<file path="config.mk">
export PLATFORM = sky130hd
export DESIGN_NAME = reg_acc_ctrl
export DESIGN_NICKNAME = d
export VERILOG_FILES = /design/src/rtl/reg_acc_ctrl.sv
export SDC_FILE = /design/constraint.sdc
export NUM_CORES = 1
export LEC_CHECK = 0
export CORE_MARGIN = 8
export CORE_UTILIZATION = 50
export CTS_CLUSTER_SIZE = 40
export DETAILED_ROUTE_END_ITERATION = 7
export PLACE_DENSITY = 0.83
export SYNTH_ARGS = -nofsm -noshare
export SYNTH_HDL_FRONTEND = slang
export SYNTH_SLANG_ARGS = --single-unit
</file>
<file path="constraint.sdc">
create_clock -name i_clk -period 3.1 [get_ports i_clk]
set_input_delay 0.31 -clock i_clk [delete_from_list [all_inputs] [get_ports i_clk]]
set_output_delay 0.31 -clock i_clk [all_outputs]
set_load 0.02 [all_outputs]
</file>
<file path="src/rtl/reg_acc_ctrl.sv">
// Register access controller: serialises SPI write/read requests onto a single-port
// register file, re-checking the write CRC and the write lock before any write lands.
module reg_acc_ctrl #(
  parameter int                REG_AW    = 7,
  parameter int                REG_DW    = 8,
  parameter int                REG_CRC_W = 8,
  parameter int                RD_LAT    = 1,
  parameter logic [REG_AW-1:0] PROT_BASE = 'h40
) (
  input  logic                 i_clk,
  input  logic                 i_rst,
  input  logic                 i_spi_rac_wr_req,
  input  logic                 i_spi_rac_rd_req,
  input  logic [REG_AW-1:0]    i_spi_rac_addr,
  input  logic [REG_DW-1:0]    i_spi_rac_wdata,
  input  logic [REG_CRC_W-1:0] i_spi_rac_wcrc,
  input  logic                 i_wr_lock,
  input  logic [REG_DW-1:0]    i_reg_rdata,
  output logic                 o_reg_wen,
  output logic                 o_reg_ren,
  output logic [REG_AW-1:0]    o_reg_addr,
  output logic [REG_DW-1:0]    o_reg_wdata,
  output logic                 o_rac_spi_wack,
  output logic                 o_rac_spi_rack,
  output logic [REG_AW-1:0]    o_rac_spi_addr,
  output logic [REG_DW-1:0]    o_rac_spi_data,
  output logic                 o_wcrc_err,
  output logic                 o_wr_blk_err
);

  localparam int                   CNT_W    = (RD_LAT > 1) ? $clog2(RD_LAT) : 1;
  localparam logic [REG_CRC_W-1:0] CRC_POLY = 'h07;

  typedef enum logic [2:0] {IDLE, WCHK, WR, RD, RWAIT, ACK} state_t;

  // CRC-8 (poly 0x07, init 0, MSB first) over {1'b1, addr, wdata}, unrolled into one cycle.
  function automatic logic [REG_CRC_W-1:0] crc16to8_parallel(input logic [REG_AW+REG_DW:0] din);
    logic [REG_CRC_W-1:0] crc;
    logic                 fb;
    crc = '0;
    for (int i = REG_AW + REG_DW; i >= 0; i--) begin
      fb  = crc[REG_CRC_W-1] ^ din[i];
      crc = {crc[REG_CRC_W-2:0], 1'b0};
      if (fb) crc = crc ^ CRC_POLY;
    end
    return crc;
  endfunction

  state_t               state, state_n;
  logic [CNT_W-1:0]     cnt, cnt_n;
  logic [REG_AW-1:0]    cap_addr, cap_addr_n;
  logic [REG_DW-1:0]    cap_wdata, cap_wdata_n;
  logic [REG_CRC_W-1:0] cap_wcrc, cap_wcrc_n;

  logic                 reg_wen_n, reg_ren_n, wack_n, rack_n, wcrc_err_n, wr_blk_err_n;
  logic [REG_AW-1:0]    reg_addr_n, ack_addr_n;
  logic [REG_DW-1:0]    reg_wdata_n, ack_data_n;

  logic                 crc_bad, lock_hit;

  assign crc_bad  = crc16to8_parallel({1'b1, cap_addr, cap_wdata}) != cap_wcrc;
  assign lock_hit = i_wr_lock && (cap_addr >= PROT_BASE);

  // Every output is registered from the value it must carry in the state being entered,
  // so strobes and acks coincide with the FSM state that owns them.
  always_comb begin
    // NOTE: every signal gets a default before the case; a missing branch would otherwise infer a latch.
    state_n      = state;
    cnt_n        = cnt;
    cap_addr_n   = cap_addr;
    cap_wdata_n  = cap_wdata;
    cap_wcrc_n   = cap_wcrc;
    reg_wen_n    = 1'b0;
    reg_ren_n    = 1'b0;
    wack_n       = 1'b0;
    rack_n       = 1'b0;
    wcrc_err_n   = 1'b0;
    wr_blk_err_n = 1'b0;
    reg_addr_n   = o_reg_addr;
    reg_wdata_n  = o_reg_wdata;
    ack_addr_n   = o_rac_spi_addr;
    ack_data_n   = o_rac_spi_data;

    unique case (state)
      IDLE: begin
        if (i_spi_rac_wr_req) begin
          cap_addr_n  = i_spi_rac_addr;
          cap_wdata_n = i_spi_rac_wdata;
          cap_wcrc_n  = i_spi_rac_wcrc;
          state_n     = WCHK;
        end else if (i_spi_rac_rd_req) begin
          cap_addr_n = i_spi_rac_addr;
          reg_ren_n  = 1'b1;
          reg_addr_n = i_spi_rac_addr;
          cnt_n      = CNT_W'(RD_LAT - 1);
          state_n    = RD;
        end
      end
      WCHK: begin
        // A rejected write still passes through WR (without the strobe) so wack timing is uniform.
        state_n      = WR;
        wcrc_err_n   = crc_bad;
        wr_blk_err_n = !crc_bad && lock_hit;
        if (!crc_bad && !lock_hit) begin
          reg_wen_n   = 1'b1;
          reg_addr_n  = cap_addr;
          reg_wdata_n = cap_wdata;
        end
      end
      WR: begin
        wack_n     = 1'b1;
        ack_addr_n = cap_addr;
        ack_data_n = cap_wdata;
        state_n    = ACK;
      end
      RD: state_n = RWAIT;
      RWAIT: begin
        if (cnt == '0) begin
          rack_n     = 1'b1;
          ack_addr_n = cap_addr;
          ack_data_n = i_reg_rdata;
          state_n    = ACK;
        end else begin
          cnt_n = cnt - 1'b1;
        end
      end
      ACK:     state_n = IDLE;
      default: state_n = IDLE;
    endcase
  end

  always_ff @(posedge i_clk or posedge i_rst) begin
    if (i_rst) begin
      state          <= IDLE;
      cnt            <= '0;
      cap_addr       <= '0;
      cap_wdata      <= '0;
      cap_wcrc       <= '0;
      o_reg_wen      <= 1'b0;
      o_reg_ren      <= 1'b0;
      o_reg_addr     <= '0;
      o_reg_wdata    <= '0;
      o_rac_spi_wack <= 1'b0;
      o_rac_spi_rack <= 1'b0;
      o_rac_spi_addr <= '0;
      o_rac_spi_data <= '0;
      o_wcrc_err     <= 1'b0;
      o_wr_blk_err   <= 1'b0;
    end else begin
      // NOTE: non-blocking assignments here so every register samples pre-edge values.
      state          <= state_n;
      cnt            <= cnt_n;
      cap_addr       <= cap_addr_n;
      cap_wdata      <= cap_wdata_n;
      cap_wcrc       <= cap_wcrc_n;
      o_reg_wen      <= reg_wen_n;
      o_reg_ren      <= reg_ren_n;
      o_reg_addr     <= reg_addr_n;
      o_reg_wdata    <= reg_wdata_n;
      o_rac_spi_wack <= wack_n;
      o_rac_spi_rack <= rack_n;
      o_rac_spi_addr <= ack_addr_n;
      o_rac_spi_data <= ack_data_n;
      o_wcrc_err     <= wcrc_err_n;
      o_wr_blk_err   <= wr_blk_err_n;
    end
  end

endmodule
</file>
Word-level counts from Yosys, hierarchy flattened
Index checks and enable logic that the tools add are counted.
{"block": "classes", "add_sub_neg": 1, "n_bitwise": 28, "magnitude_cmp": 1, "n_mux": 42, "n_eq_ne": 10, "reduce_logical": 17}
{"op": "3-bit two-way mux", "count": 18}
{"op": "3-bit NOT", "count": 14}
{"op": "7-bit two-way mux", "count": 5}
{"op": "7-bit case mux with 2 select lines", "count": 2}
{"op": "8-bit case mux with 2 select lines", "count": 1}
{"op": "3-bit case mux with 5 select lines", "count": 1}
{"op": "1-bit two-way mux", "count": 13}
{"op": "2-bit AND reduction", "count": 5}
{"op": "1-bit bitwise XOR", "count": 9}
{"op": "8-bit two-way mux", "count": 1}
{"op": "2-bit != test, second input constant", "count": 4}
{"op": "8-bit != test", "count": 1}
{"op": "2-bit nonzero test", "count": 4}
{"op": "7-bit greater-or-equal comparator, second input constant", "count": 1}
{"op": "3-bit by 2-bit == test with 1-bit output, second input constant", "count": 2}
{"op": "1-bit bitwise XOR, first input constant", "count": 5}
{"op": "4-bit AND reduction", "count": 1}
{"op": "3-bit by 1-bit == test with 1-bit output, second input constant", "count": 1}
{"op": "3-bit == test, second input constant", "count": 1}
{"op": "1-bit logical AND", "count": 3}
{"op": "3-bit zero test", "count": 1}
{"op": "3-bit != test, second input constant", "count": 1}
{"op": "3-bit AND reduction", "count": 1}
{"op": "1-bit zero test", "count": 2}
{"op": "2 further kinds", "count": 2}
{"block": "totals", "output_inout_bits": 36, "ff_bits": 63, "in_bits": 36}

Depth between registers and ports, before layout
{"block": "logic_depth", "word_depth": 34, "depth_mapped": 10}

Least setup slack after synthesis
Ideal clock, no wire load.
{"block": "synth_timing", "path_kind": "reg2reg", "startpoint": "register cap_addr[5]", "endpoint": "register o_reg_wdata[4]", "setup_ns": 0.125, "setup_slack_ns": 0.333, "synth_period_minus_slack_ns": 2.767, "n_path_buf": 3, "arrival_time_ns": 2.642, "stages_incl_launch_ff": 11, "t_required_ns": 2.975, "path_cell_list": "dfrtp_1 buf_2 xnor3_1 xor2_1 xnor2_1 a2111oi_4 o211ai_2 or3b_1 buf_6 buf_8 mux2_4"}
{"block": "synth_between", "elab_chain_cells": 16, "word_cells_on_any_way": 30, "cone_classes": "order compare (1); eq/ne (1); mux (10); bitwise (13); reduce/logical (5)"}
{"item": "start: declaration", "line_no": "51", "source": "logic [REG_AW-1:0] cap_addr, cap_addr_n;"}
{"item": "start signal: assignment", "line_no": "153", "source": "cap_addr <= cap_addr_n;"}
{"item": "1-bit bitwise XOR", "line_no": "42", "source": "fb = crc[REG_CRC_W-1] ^ din[i];"}
{"item": "3-bit two-way mux", "line_no": "44", "source": "if (fb) crc = crc ^ CRC_POLY;"}
{"item": "3-bit NOT (no line)"}
{"item": "3-bit two-way mux", "line_no": "44"}
{"item": "3-bit NOT (no line)"}
{"item": "3-bit two-way mux", "line_no": "44"}
{"item": "1-bit bitwise XOR", "line_no": "42"}
{"item": "3-bit two-way mux", "line_no": "44"}
{"item": "3-bit NOT (no line)"}
{"item": "3-bit two-way mux", "line_no": "44"}
{"item": "3-bit NOT (no line)"}
{"item": "3-bit two-way mux", "line_no": "44"}
{"item": "8-bit != test", "line_no": "61", "source": "assign crc_bad = crc16to8_parallel({1'b1, cap_addr, cap_wdata}) != cap_wcrc;"}
{"item": "1-bit zero test", "line_no": "104", "source": "if (!crc_bad && !lock_hit) begin"}
{"item": "1-bit logical AND (*)", "line_no": "104"}
{"item": "2-bit AND reduction (no line) (*)"}
{"item": "end signal: assignment", "line_no": "159", "source": "o_reg_wdata <= reg_wdata_n;"}
{"item": "end: declaration", "line_no": "22", "source": "output logic [REG_DW-1:0] o_reg_wdata,"}
Mark *: on every way between the ends. The rest lies on a longest branch, timed or not.
A chain may end at the register's enable or synchronous reset.

Final worst setup path
Ends and elaborated chain as after synthesis.

==> impl_metrics.csv <==
group,metric,value,unit
worst_setup_path,slowest_stage,"dfrtp_1",
worst_setup_path,crit_type,"flop to flop",
status,status,"finished clean",
min_path,hold_path.class,"input pin to asynchronous set/reset pin",
sta,finalSetupViolCount,0,
clocking,cts_tree,"built",
sta,rsz0062_at_grt,"no",
layout,layout_common_cells,"clkdlybuf4s50_1, dfrtp_1, mux2_2",
power_and_ir_drop,ir_worst_vdd,728,µV
synth,ys_ff_latch,62,
sta,setup_tns,0,ns
floorplanning,io_pins,72,
synth,async_flop_share,100,%
clocking,cts_buffer_depth,2,
synth,synthFlopType,"dfrtp_1",
sta,fmax,343,MHz
clocking,clkSlewWorstSetupHoldPaths,0.06,ns
place,gp_congestion,0.866,
synth,avgSynthCellArea,13.5,µm²
worst_setup_path,startpoint_type,"flop",
power_and_ir_drop,power_switching,2.22,mW
worst_setup_path,crit_buf_inv,0,
layout,antenna_cells,0,
floorplanning,dieWidth,93.4,µm
grt,grt_overflow_total,0,
grt,grt_pass1_vias,2158,
worst_setup_path,endpoint_kind,"flop",
floorplanning,core_area,0.00585,mm²
route,drc_errors,0,
worst_setup_path,crit_family,"XOR/XNOR gates",
worst_setup_path,path_max_fanout,15,
place,portBuffers,71,
route,drtPass1Iterations,4,
sta,fin_worst_skew,0.00689,ns
worst_setup_path,crit_arrival,3.14,ns
route,drt.antenna.violating_nets,0,
synth,yosys.area_share.adder,0,%
place,place_area,0.00379,mm²
place,dp_hpwl,5110,µm
synth,synth_edf_count,0,
layout,fin_nets,334,
worst_setup_path,slowest_delay,0.55,ns
clocking,clock-sinks,62,
grt,grt_max_degree,63,
synth,synthMuxAreaShare,18.3,%
synth,synthSimpleGateAreaFrac,6.43,%
power_and_ir_drop,fin_total_pwr,5.53,mW
clocking,cts_buffers,9,
layout,drive_gt1_share,26.2,%
sta,tightest_slew,0.748,ns
power_and_ir_drop,pwr-share-clk,12.8,%
synth,synth_compound_area_share,7.02,%
grt,grt_pass1_wl,11300,µm
layout,final_area,0.00399,mm²
synth,synth_cells,222,
synth,yosys_warnings,0,
layout,areaGrowthSynthToFinish,33.2,%
clocking,cts-root-buf,"clkbuf_8",
sta,final-max-slew-violation-count,0,
clocking,htreeDepth,3,
power_and_ir_drop,p_int,3.31,mW
floorplanning,rows,28,
route,totalWireLength,6950,µm
floorplanning,initial_core_util,51.2,%
synth,synth.distinct_cells,41,
grt,antenna_found_initial,0,
grt,grt_usage,16.9,%
power_and_ir_drop,p_comb_share,58.2,%
synth,synth_fp_nets,258,
power_and_ir_drop,sequentialPowerShare,29.0,%
sta,hold_violations,0,
route,dr_total_vias,2012,
floorplanning,die_h,93.4,µm
power_and_ir_drop,leakagePower,1.72,nW
synth,synth_xor_area_share,13.6,%
synth,syn_area,0.00300,mm²
job,maxCapViolations,0,
worst_setup_path,cp_data_required_time,3.33,ns
sta,period_needed,2.92,ns
worst_setup_path,reg2reg_slack,0.18,ns
sta,relSlewSlack,50.1,%
sta,period_share,94.1,%
sta,fin_hold_ws,0.503,ns
clocking,clock_latency,0.34,ns
layout,final_common_cell,"clkdlybuf4s50_1",
power_and_ir_drop,p_per_area,1390,mW/mm²
route,routedWlPerCell,18.4,µm
route,viasPerCell,5.34,
power_and_ir_drop,sw_frac_of_total,40.2,%
route,drt-initial-drc-count,65,
worst_setup_path,crit_path_cell_trace,"xnor3_1 -> xor2_1 -> xnor2_1 -> a2111oi_4 -> o211ai_2 -> or3b_4 -> mux2_4",
synth,synth_top_family_by_area,"multiplexers",
floorplanning,die-area,0.00872,mm²
synth,synth-seq-area-share,51.8,%
==> registers in the layout, summed over array words and instances (netlist names) <==
name / cells
o_rac_spi_addr: 7
o_rac_spi_wack: 1
cap_wdata: 8
o_reg_wen: 1
o_reg_ren: 1
o_rac_spi_rack: 1
o_reg_wdata: 8
o_wcrc_err: 1
cap_wcrc: 8
o_reg_addr: 7
state: 3
o_wr_blk_err: 1
cap_addr: 7
o_rac_spi_data: 8
==> synth_stat cells, types with 2 or more instances <==
cell | count | area share [%]
clkbuf_1 | 5 | 0.63
nand3_1 | 2 | 0.33
xor3_1 | 3 | 2.4
nand2_1 | 12 | 1.5
mux2i_1 | 11 | 3.7
xor2_1 | 9 | 2.6
o21ai_0 | 10 | 1.7
mux2_2 | 35 | 13
xnor3_1 | 3 | 2.3
buf_2 | 4 | 0.67
mux2_4 | 3 | 1.5
nor3_1 | 4 | 0.67
o221a_2 | 6 | 2.3
or2_2 | 6 | 1.3
nand2b_1 | 2 | 0.42
dfrtp_1 | 62 | 52
nor2_1 | 5 | 0.63
inv_1 | 4 | 0.50
xnor2_1 | 14 | 4.1
==> per-stage QoR <==
step	worst slack [ns]	std cells	util (%)
6_report	0.183	377	68.2
5_1_grt	0.0775	377	68.2
4_1_cts	0.198	377	68.2
3_5_place_dp	-0.00735	362	64.7
3_3_place_gp	0.0790	362	64.7
2_1_floorplan	0.333	222	-
==> per-layer routing <==
metal  vias up  global-route usage, %  wire (µm)
met5         -                      0          0
met4         0                   7.25        119
met3        10                   5.61        521
met2        72                   26.4       3240
met1      1000                   20.7       3070
li1        930                      -          -
==> final timing paths <==
path	start	end	cells after the start
worst max-delay path	cap_addr[5]	o_reg_wdata[4]	7
worst min-delay path	i_rst	o_rac_spi_data[6]	3
worst max register to register	cap_addr[5]	o_reg_wdata[4]	7
worst min register to register	o_rac_spi_addr[2]	o_rac_spi_addr[2]	1
max in group asynchronous	i_rst	cap_wcrc[3]	3
min in group i_clk	o_rac_spi_addr[2]	o_rac_spi_addr[2]	1
==> what timing repair did <==
action / 4_1_cts / 5_1_grt
hold buffers: 0 / 0
resized for setup: 1 / 0
setup endpoints to repair: 5 / 0
buffers inserted: 0 / 0
==> final cells by class <==
type                       instances  area, µm²
clock buffer                      12        155
clock inverter                     3       43.8
fill                             447       1860
inverter                           4       15.0
multi-input combinational        144       1370
sequential                        62       1550
tap                               75       93.8
timing repair buffer              77        756
==> worst reg2reg max path, cell delays in order (launching register included) <==
cell and delay (ns):
dfrtp_1 0.55, xnor3_1 0.50, xor2_1 0.19, xnor2_1 0.17, a2111oi_4 0.30, o211ai_2 0.21, or3b_4 0.56, mux2_4 0.33
==> cell families after synthesis <==
family,after synthesis
multiplexers,49
flip-flops,62
AND/OR/NAND/NOR,38
buffers and inverters,16
XOR/XNOR,32
AO/OA/AOI/OAI,25
==> power groups by stage <==
stage	Sequential [mW]	Clock [mW]	Combinational (mW)
floorplan	1.67	0	2.23
global placement	1.60	0	3.11
detailed placement	1.61	0	3.21
CTS	1.61	0.721	3.23
global route	1.65	0.755	3.46
finish	1.60	0.708	3.22
Power figures use the tool's default switching activity.
